--- src/rtl/controller_report_bridge.sv ---
// controller_report_bridge: Avalon-MM slave buffering raw gamepad reports in a
// small FIFO and applying at most one per video frame to controller_report.
// Also produces per-bit press pulses and clears the report when the driver
// goes silent for a programmable number of frames.
module controller_report_bridge #(
   parameter int unsigned FIFO_DEPTH      = 4,
   parameter int unsigned TIMEOUT_DEFAULT = 60
) (
   input  logic        clk,
   input  logic        reset,
   input  logic [31:0] writedata,
   input  logic        write,
   input  logic        chipselect,
   input  logic [2:0]  address,
   input  logic        read,
   output logic [31:0] readdata,
   input  logic        frame_tick,
   output logic [7:0]  controller_report,
   output logic [7:0]  button_press,
   output logic        stale
);

   localparam int unsigned AW    = (FIFO_DEPTH > 1) ? $clog2(FIFO_DEPTH) : 1;
   localparam int unsigned CNT_W = AW + 1;

   logic [7:0]       mem [FIFO_DEPTH];
   logic [AW-1:0]    head, tail;
   logic [CNT_W-1:0] fifo_count;
   logic             overflow;
   logic             enable;
   logic [7:0]       timeout;
   logic [7:0]       frame_cnt;

   logic             acc_wr, push, ctrl_wr, clear, to_wr, full;
   logic             frame_ev, pop, push_ok, ovf_set;
   logic [7:0]       cnt_inc;
   logic [7:0]       report_next, frame_cnt_next;
   logic             stale_next;
   logic [31:0]      rd_mux;

   // Decode bus accesses and work out the next report/stale/frame-counter values
   always_comb begin
      acc_wr   = write & chipselect;
      push     = acc_wr & (address == 3'd0);
      ctrl_wr  = acc_wr & (address == 3'd1);
      to_wr    = acc_wr & (address == 3'd4);
      clear    = ctrl_wr & writedata[1];
      full     = (fifo_count == CNT_W'(FIFO_DEPTH));
      frame_ev = frame_tick & enable & ~clear;
      pop      = frame_ev & (fifo_count != '0);
      push_ok  = push & (~full | pop);
      ovf_set  = push & full & ~pop;
      cnt_inc  = (frame_cnt == 8'hFF) ? frame_cnt : frame_cnt + 8'd1;

      report_next    = controller_report;
      stale_next     = stale;
      frame_cnt_next = frame_cnt;
      if (clear) begin
         report_next    = '0;
         stale_next     = 1'b0;
         frame_cnt_next = '0;
      end else if (pop) begin
         report_next    = mem[head];
         stale_next     = 1'b0;
         frame_cnt_next = '0;
      end else if (frame_ev) begin
         frame_cnt_next = cnt_inc;
         // >= so a timeout lowered below the running count still takes effect
         if ((timeout != 8'd0) && (cnt_inc >= timeout)) begin
            report_next = '0;
            stale_next  = 1'b1;
         end
      end
   end

   // Read data multiplexer; unmapped addresses read as zero
   always_comb begin
      rd_mux = '0;
      case (address)
         3'd2:    rd_mux = {25'd0, enable, stale, overflow, 4'(fifo_count)};
         3'd3:    rd_mux = {24'd0, controller_report};
         default: rd_mux = '0;
      endcase
   end

   // FIFO storage; contents are don't-care whenever count says empty
   always_ff @(posedge clk) begin
      if (push_ok)
         mem[tail] <= writedata[7:0];
   end

   // Pointers, flags, configuration, report and registered read data
   always_ff @(posedge clk) begin
      if (!reset) begin
         head              <= '0;
         tail              <= '0;
         fifo_count        <= '0;
         overflow          <= 1'b0;
         enable            <= 1'b1;
         timeout           <= 8'(TIMEOUT_DEFAULT);
         frame_cnt         <= '0;
         controller_report <= '0;
         button_press      <= '0;
         stale             <= 1'b0;
         readdata          <= '0;
      end else begin
         if (clear) begin
            head       <= '0;
            tail       <= '0;
            fifo_count <= '0;
            overflow   <= 1'b0;
         end else begin
            if (push_ok)
               tail <= tail + AW'(1);
            if (pop)
               head <= head + AW'(1);
            if (push_ok && !pop)
               fifo_count <= fifo_count + CNT_W'(1);
            else if (pop && !push_ok)
               fifo_count <= fifo_count - CNT_W'(1);
            if (ovf_set)
               overflow <= 1'b1;
         end
         if (ctrl_wr)
            enable <= writedata[0];
         if (to_wr)
            timeout <= writedata[7:0];
         frame_cnt         <= frame_cnt_next;
         stale             <= stale_next;
         controller_report <= report_next;
         button_press      <= report_next & ~controller_report;
         if (read && chipselect)
            readdata <= rd_mux;
      end
   end

endmodule

--- config.mk ---
export PLATFORM = sky130hd
export DESIGN_NAME = controller_report_bridge
export DESIGN_NICKNAME = d
export VERILOG_FILES = /design/src/rtl/controller_report_bridge.sv
export SDC_FILE = /design/constraint.sdc
export NUM_CORES = 1
export LEC_CHECK = 0
export BUFFER_PORTS_ARGS = -buffer_cell sky130_fd_sc_hd__buf_2
export CAP_MARGIN = 20
export CORE_ASPECT_RATIO = 1.75
export CORE_UTILIZATION = 45
export CTS_CLUSTER_DIAMETER = 40
export DETAILED_ROUTE_END_ITERATION = 16
export PLACE_DENSITY = 0.68
export SLEW_MARGIN = 30
export SYNTH_ARGS = -nofsm -noshare
export SYNTH_HDL_FRONTEND = slang
export SYNTH_SLANG_ARGS = --single-unit
export TNS_END_PERCENT = 10
--- constraint.sdc ---
create_clock -name clk -period 3.1 [get_ports clk]
set_input_delay 0.155 -clock clk [delete_from_list [all_inputs] [get_ports clk]]
set_output_delay 0.155 -clock clk [all_outputs]
set_load 0.03 [all_outputs]
# Word-level counts from Yosys, hierarchy flattened

Memories as Yosys holds them, arrays and structs flattened. A register that Yosys moved wholly into a read port is not among the register bits.
Index checks and enable logic that the tools add are counted.
Widths: inputs -> output; s select.

RAM bits: 32
Flip-flop bits (word level): 74
Memories kept: 1
Word-level logic and storage cells: 67
Bits of input ports: 41

Memory list:

| name | depth | bits a word | rd ports | clocked after memory_dff | write ports | line | text |
|---|---|---|---|---|---|---|---|
| mem  | 4     | 8           | 1        | 1                        | 1           | 26   | `logic [7:0] mem [FIFO_DEPTH];` |

Reductions and logical operators: 13
Eq/ne operators: 6
Add/subtract/negate cells: 5
Bitwise logic cells: 18
Order comparisons: 1
Muxes and demuxes: 12

Operators with widths:

| cell                | number |
|---|---|
| $mux 8              | 5 |
| $pmux 8 s2          | 1 |
| $and 1x1->1         | 11 |
| $add 8x1->8 const B | 1 |
| $and 8x8->8         | 1 |
| $eq 8x8->1 const B  | 1 |
| $ge 8x8->1          | 1 |
| $not 8->8           | 1 |
| $reduce_bool 8->1   | 1 |
| $eq 3x2->1 const B  | 2 |
| $eq 3x3->1 const B  | 2 |
| $mux 3              | 2 |
| $add 2x1->2 const B | 2 |
| $logic_and 1x1->1   | 4 |
| $mux 2              | 2 |
| $not 1->1           | 4 |
| $add 3x1->3 const B | 1 |
| $eq 3x1->1 const B  | 1 |
| $logic_not 3->1     | 1 |
| $reduce_bool 3->1   | 1 |
| $reduce_or 3->1     | 1 |
| $sub 3x1->3 const B | 1 |
| $logic_not 1->1     | 2 |
| $mux 1              | 2 |
| other kinds (4)     | 4 |

# Longest topological paths before layout

Depth in word-level cells: 12
Depth in mapped cells: 12
Gate-level depth less buffers: 11

# Worst setup path before layout

No wires, ideal clock.

Path type: register to register
Start point: reg frame_cnt[0]
End point: reg controller_report[1]
Path buffers: 1
Period minus slack after synthesis: 2.689 ns
Stages on the path, launching flop included: 13
Arrival time: 2.616 ns
Path slack: 0.411 ns
Path through: dfxtp_1 > ha_1 > nand3_1 > or2_1 > clkbuf_1 > and2_1 > a21oi_1 > ha_1 > and3_1 > o21ai_0 > a31oi_1 > o311a_4 > nor3_2

Cells in the longest elaborated chain, start to end: 8
Elaborated cells between the ends (all ways): 9
Classes of those cells: add/sub (1); order compare (1); eq/ne (1); mux (5); reduce/logical (1)

RTL lines:

| element                                          | line | text |
|---|---|---|
| start: declaration                               | 32   | `logic [7:0] frame_cnt;` |
| start signal: assignment                         | 128  | `frame_cnt <= frame_cnt_next;` |
| $add 8x1->8 / $eq 8x8->1 (equally long branches) | 53   | `cnt_inc = (frame_cnt == 8'hFF) ? frame_cnt : frame_cnt + 8'd1;` |
| $mux 8 *                                         | 53   |  |
| net cnt_inc[2]                                   | 36   | `logic [7:0] cnt_inc;` |
| $ge 8x8->1 *                                     | 69   | `if ((timeout != 8'd0) && (cnt_inc >= timeout)) begin` |
| $logic_and 1x1->1 *                              | 69   |  |
| $mux 8 *                                         | 69   |  |
| $mux 8 *                                         | 66   | `end else if (frame_ev) begin` |
| $mux 8 *                                         | 62   | `end else if (pop) begin` |
| $mux 8 *                                         | 58   | `if (clear) begin` |
| end signal: assignment                           | 130  | `controller_report <= report_next;` |
| end: declaration                                 | 18   | `output logic [7:0] controller_report,` |

Mark *: on every way through the listed nets, which the timed path passes. The rest lies on a longest branch.
A chain may end at the register's enable or synchronous reset.

# Final worst setup path

Start point: reg frame_cnt[1]
End point: reg controller_report[6]

Same word-level chain as after synthesis.

==> results.cfg <==
[clocking]
cts_setup_buffers = 0
cts_tree = done
h-tree-depth = 3
clkSinkCount = 84
cts_resized = 0
clk_root_buffer_cell = clkbuf_16
clockBufferDepth = 2
postCtsHoldBufs = 0
insertion_delay_ps = 330
numCtsBuffers = 9
clk_pin_slew_worst_paths_ps = 60

[synthesis]
netlist_top_cells_count = dfxtp_1, edfxtp_1, nor2_1
synth_area_mm2 = 0.00392
yosysTopAreaCell = dfxtp_1
yosysSeqAreaShare_pct = 51.1
syn_inst = 346
yosysWarnings = 0
syn_avg_cell_area_um2 = 11.3
synth-edff-count = 32
synth.distinct_cells = 54
yosysMostFrequentCell = dfxtp_1
synth_seq_cells = 84
synth_ff_type = dfxtp_1
synth_area_leaders = dfxtp_1, edfxtp_1, buf_4, mux4_2, ha_1
synth_top_area_share_pct = 26.5
async_reset_ff_share_pct = 0

[cells_and_area]
drive_above_1_share_pct = 22.8
nets = 445
final_cells = 509
syn_to_final_growth_pct = 12.8
regArea_mm2 = 0.00200
diodes = 0
multi_input_area_mm2 = 0.00170
fill_cells = 755
design_area_mm2 = 0.00442

[min_path]
min_to = mem[3][7]
min-delay-start = writedata[7]
worstHoldPathType = input pin to flip-flop
hold_depth = 1

[sta]
period_needed_ps = 2800
slew_headroom_pct = 62.6
setup_violations = 0
fmax_mhz = 358
rsz0062_at_grt = no
slew_violations = 0
hold_violations = 0
worst_pin_slew_ps = 561
clock-skew-final_ps = 6.45
fin_setup_tns_ps = 0
fin_crit_sh_pct = 90.2

[critical_path]
slowest_stage = o311a_4
worstSetupEndpointType = flip-flop
rr_startpoint = frame_cnt[1]
critical_path.cell_chain = ha_2 -> nand3_1 -> or2_1 -> and2_1 -> a21oi_1 -> ha_1 -> and3_1 -> o21ai_0 -> a31oi_1 -> o311a_4 -> nor3_2
critPathKind = flip-flop to flip-flop
path_buf_inv = 0
r2r-end = controller_report[6]
cp.required_ps = 3360
cp.arrival_ps = 3060
ff2ff_setup_slack_ps = 300
r2r_cells = 11
cpPeakStageDelay_ps = 400
cp_max_fo = 8
crit_family = simple AND/OR/NAND/NOR gates
setup.worst_path.start_class = flip-flop

[global_routing]
grtUsageTotal_pct = 18.7
grt_max_degree = 20
grt_pass1_wl_um = 12600
antenna_found_initial = 0
grt_pass1_vias = 2523
overflow = 0

[floorplanning]
core-area_mm2 = 0.00837
dieArea_mm2 = 0.00911
initial_core_util_pct = 46.9
die_h_um = 125
die_x_um = 72.6
ios = 90
rows = 44

[routing]
vias = 2614
drcViolationCount = 0
ant_nets = 0
wl_um = 7730
dr.first_iter.drc_count = 100
avgRoutedWirePerCell_um = 15.2
drt_pass1_iterations = 4
viasPerCell = 5.14

[run]
cap_viol_max_count = 0

[placed_design]
dp_hpwl_um = 5720
io_buffer_count = 41
dp.cells = 493
placed_area_mm2 = 0.00413
gp_congestion = 0.790

[outcome]
status = complete, no violations

[power]
power_density_mw_per_mm2 = 740
peakVddDrop_mv = 0.332
power_leakage_nw = 1.82
[placed cells by master, fill, tap and decap left out, types with 3 or more instances in the layout]
cell / n
o21ai_0: 17
and2_1: 11
nand2_1: 24
nor3_1: 6
dfxtp_1: 52
nor2_1: 28
nor3_2: 8
conb_1: 24
nand4_1: 3
nor2b_1: 7
inv_1: 13
xor2_1: 4
ha_1: 13
xnor2_1: 7
buf_4: 4
buf_2: 41
a21oi_1: 9
nand3_1: 8
mux4_2: 8
edfxtp_1: 32
clkbuf_16: 10
mux2i_1: 17
[kinds of logic after synthesis]
group                      after synthesis  synth area share, %
AOI/OAI and AO/OA                       45                 8.42
xor gates and xnor gates                11                 2.46
adders and majority gates               15                 4.98
buffers and inverters                   50                 7.82
DFF                                     84                 51.1
muxes                                   27                 9.51
other                                    1               0.0956
and+or+nand+nor                        113                 15.7
[through the flow]
step	total power, W	util [%]	setup slack, ps	hold WS [ps]
after global routing	0.00345	52.9	17.7	57.8
after global placement	0.00226	49.4	267	388
final	0.00328	52.9	304	62.0
after floorplan	0.00206	-	411	254
after detailed placement	0.00229	49.4	253	401
after CTS	0.00330	52.8	233	50.3
[sequential cells by signal, indices dropped and copies added, names as in the netlist, named ones only]
register,count
tail,2
enable,1
timeout,8
mem,32
overflow,1
stale,1
button_press,8
fifo_count,3
readdata,8
frame_cnt,8
controller_report,8
head,2
[how the worst max path moves through the flow]
stage,startpoint,end,depth (start not counted),slack [ps]
4_1_cts,frame_cnt[1],controller_report[6],11,230
3_5_place_dp,frame_cnt[1],controller_report[6],11,250
6_report,frame_cnt[1],controller_report[6],11,300
3_3_place_gp,frame_cnt[1],controller_report[3],11,270
2_1_floorplan,frame_cnt[0],controller_report[1],12,410
5_1_grt,frame_cnt[1],controller_report[5],11,20
[where the power goes]
| part | switching (W) | leakage [nW] | internal (W) |
|---|---|---|---|
| Clock | 0.000426 | 0.141 | 0.000593 |
| Sequential | 0.000158 | 0.710 | 0.00127 |
| Combinational | 0.000517 | 0.972 | 0.000312 |
[per-layer routing]
layer / vias up / global-route usage (%) / share of wire, %
li1: 1271 / - / -
met1: 1229 / 20.4 / 39
met2: 95 / 32.8 / 53
met3: 19 / 4.43 / 4.6
met4: 0 / 9.34 / 3.3
met5: - / 0 / 0
[worst register-to-register path, stage by stage, from the launching register on]
cell     delay, ps
dfxtp_1        380
ha_2           250
nand3_1        140
or2_1          340
and2_1         200
a21oi_1        150
ha_1           250
and3_1         170
o21ai_0        130
a31oi_1        140
o311a_4        400
nor3_2         180
[layout make-up]
cell class	count	area share, %
timing repair buffer	45	5.32
inverter	14	1.19
clock inverter	5	0.792
clock buffer	11	5.74
tap	115	3.25
sequential	84	45.2
multi-input combinational	235	38.5
Power figures use the tool's default switching activity.
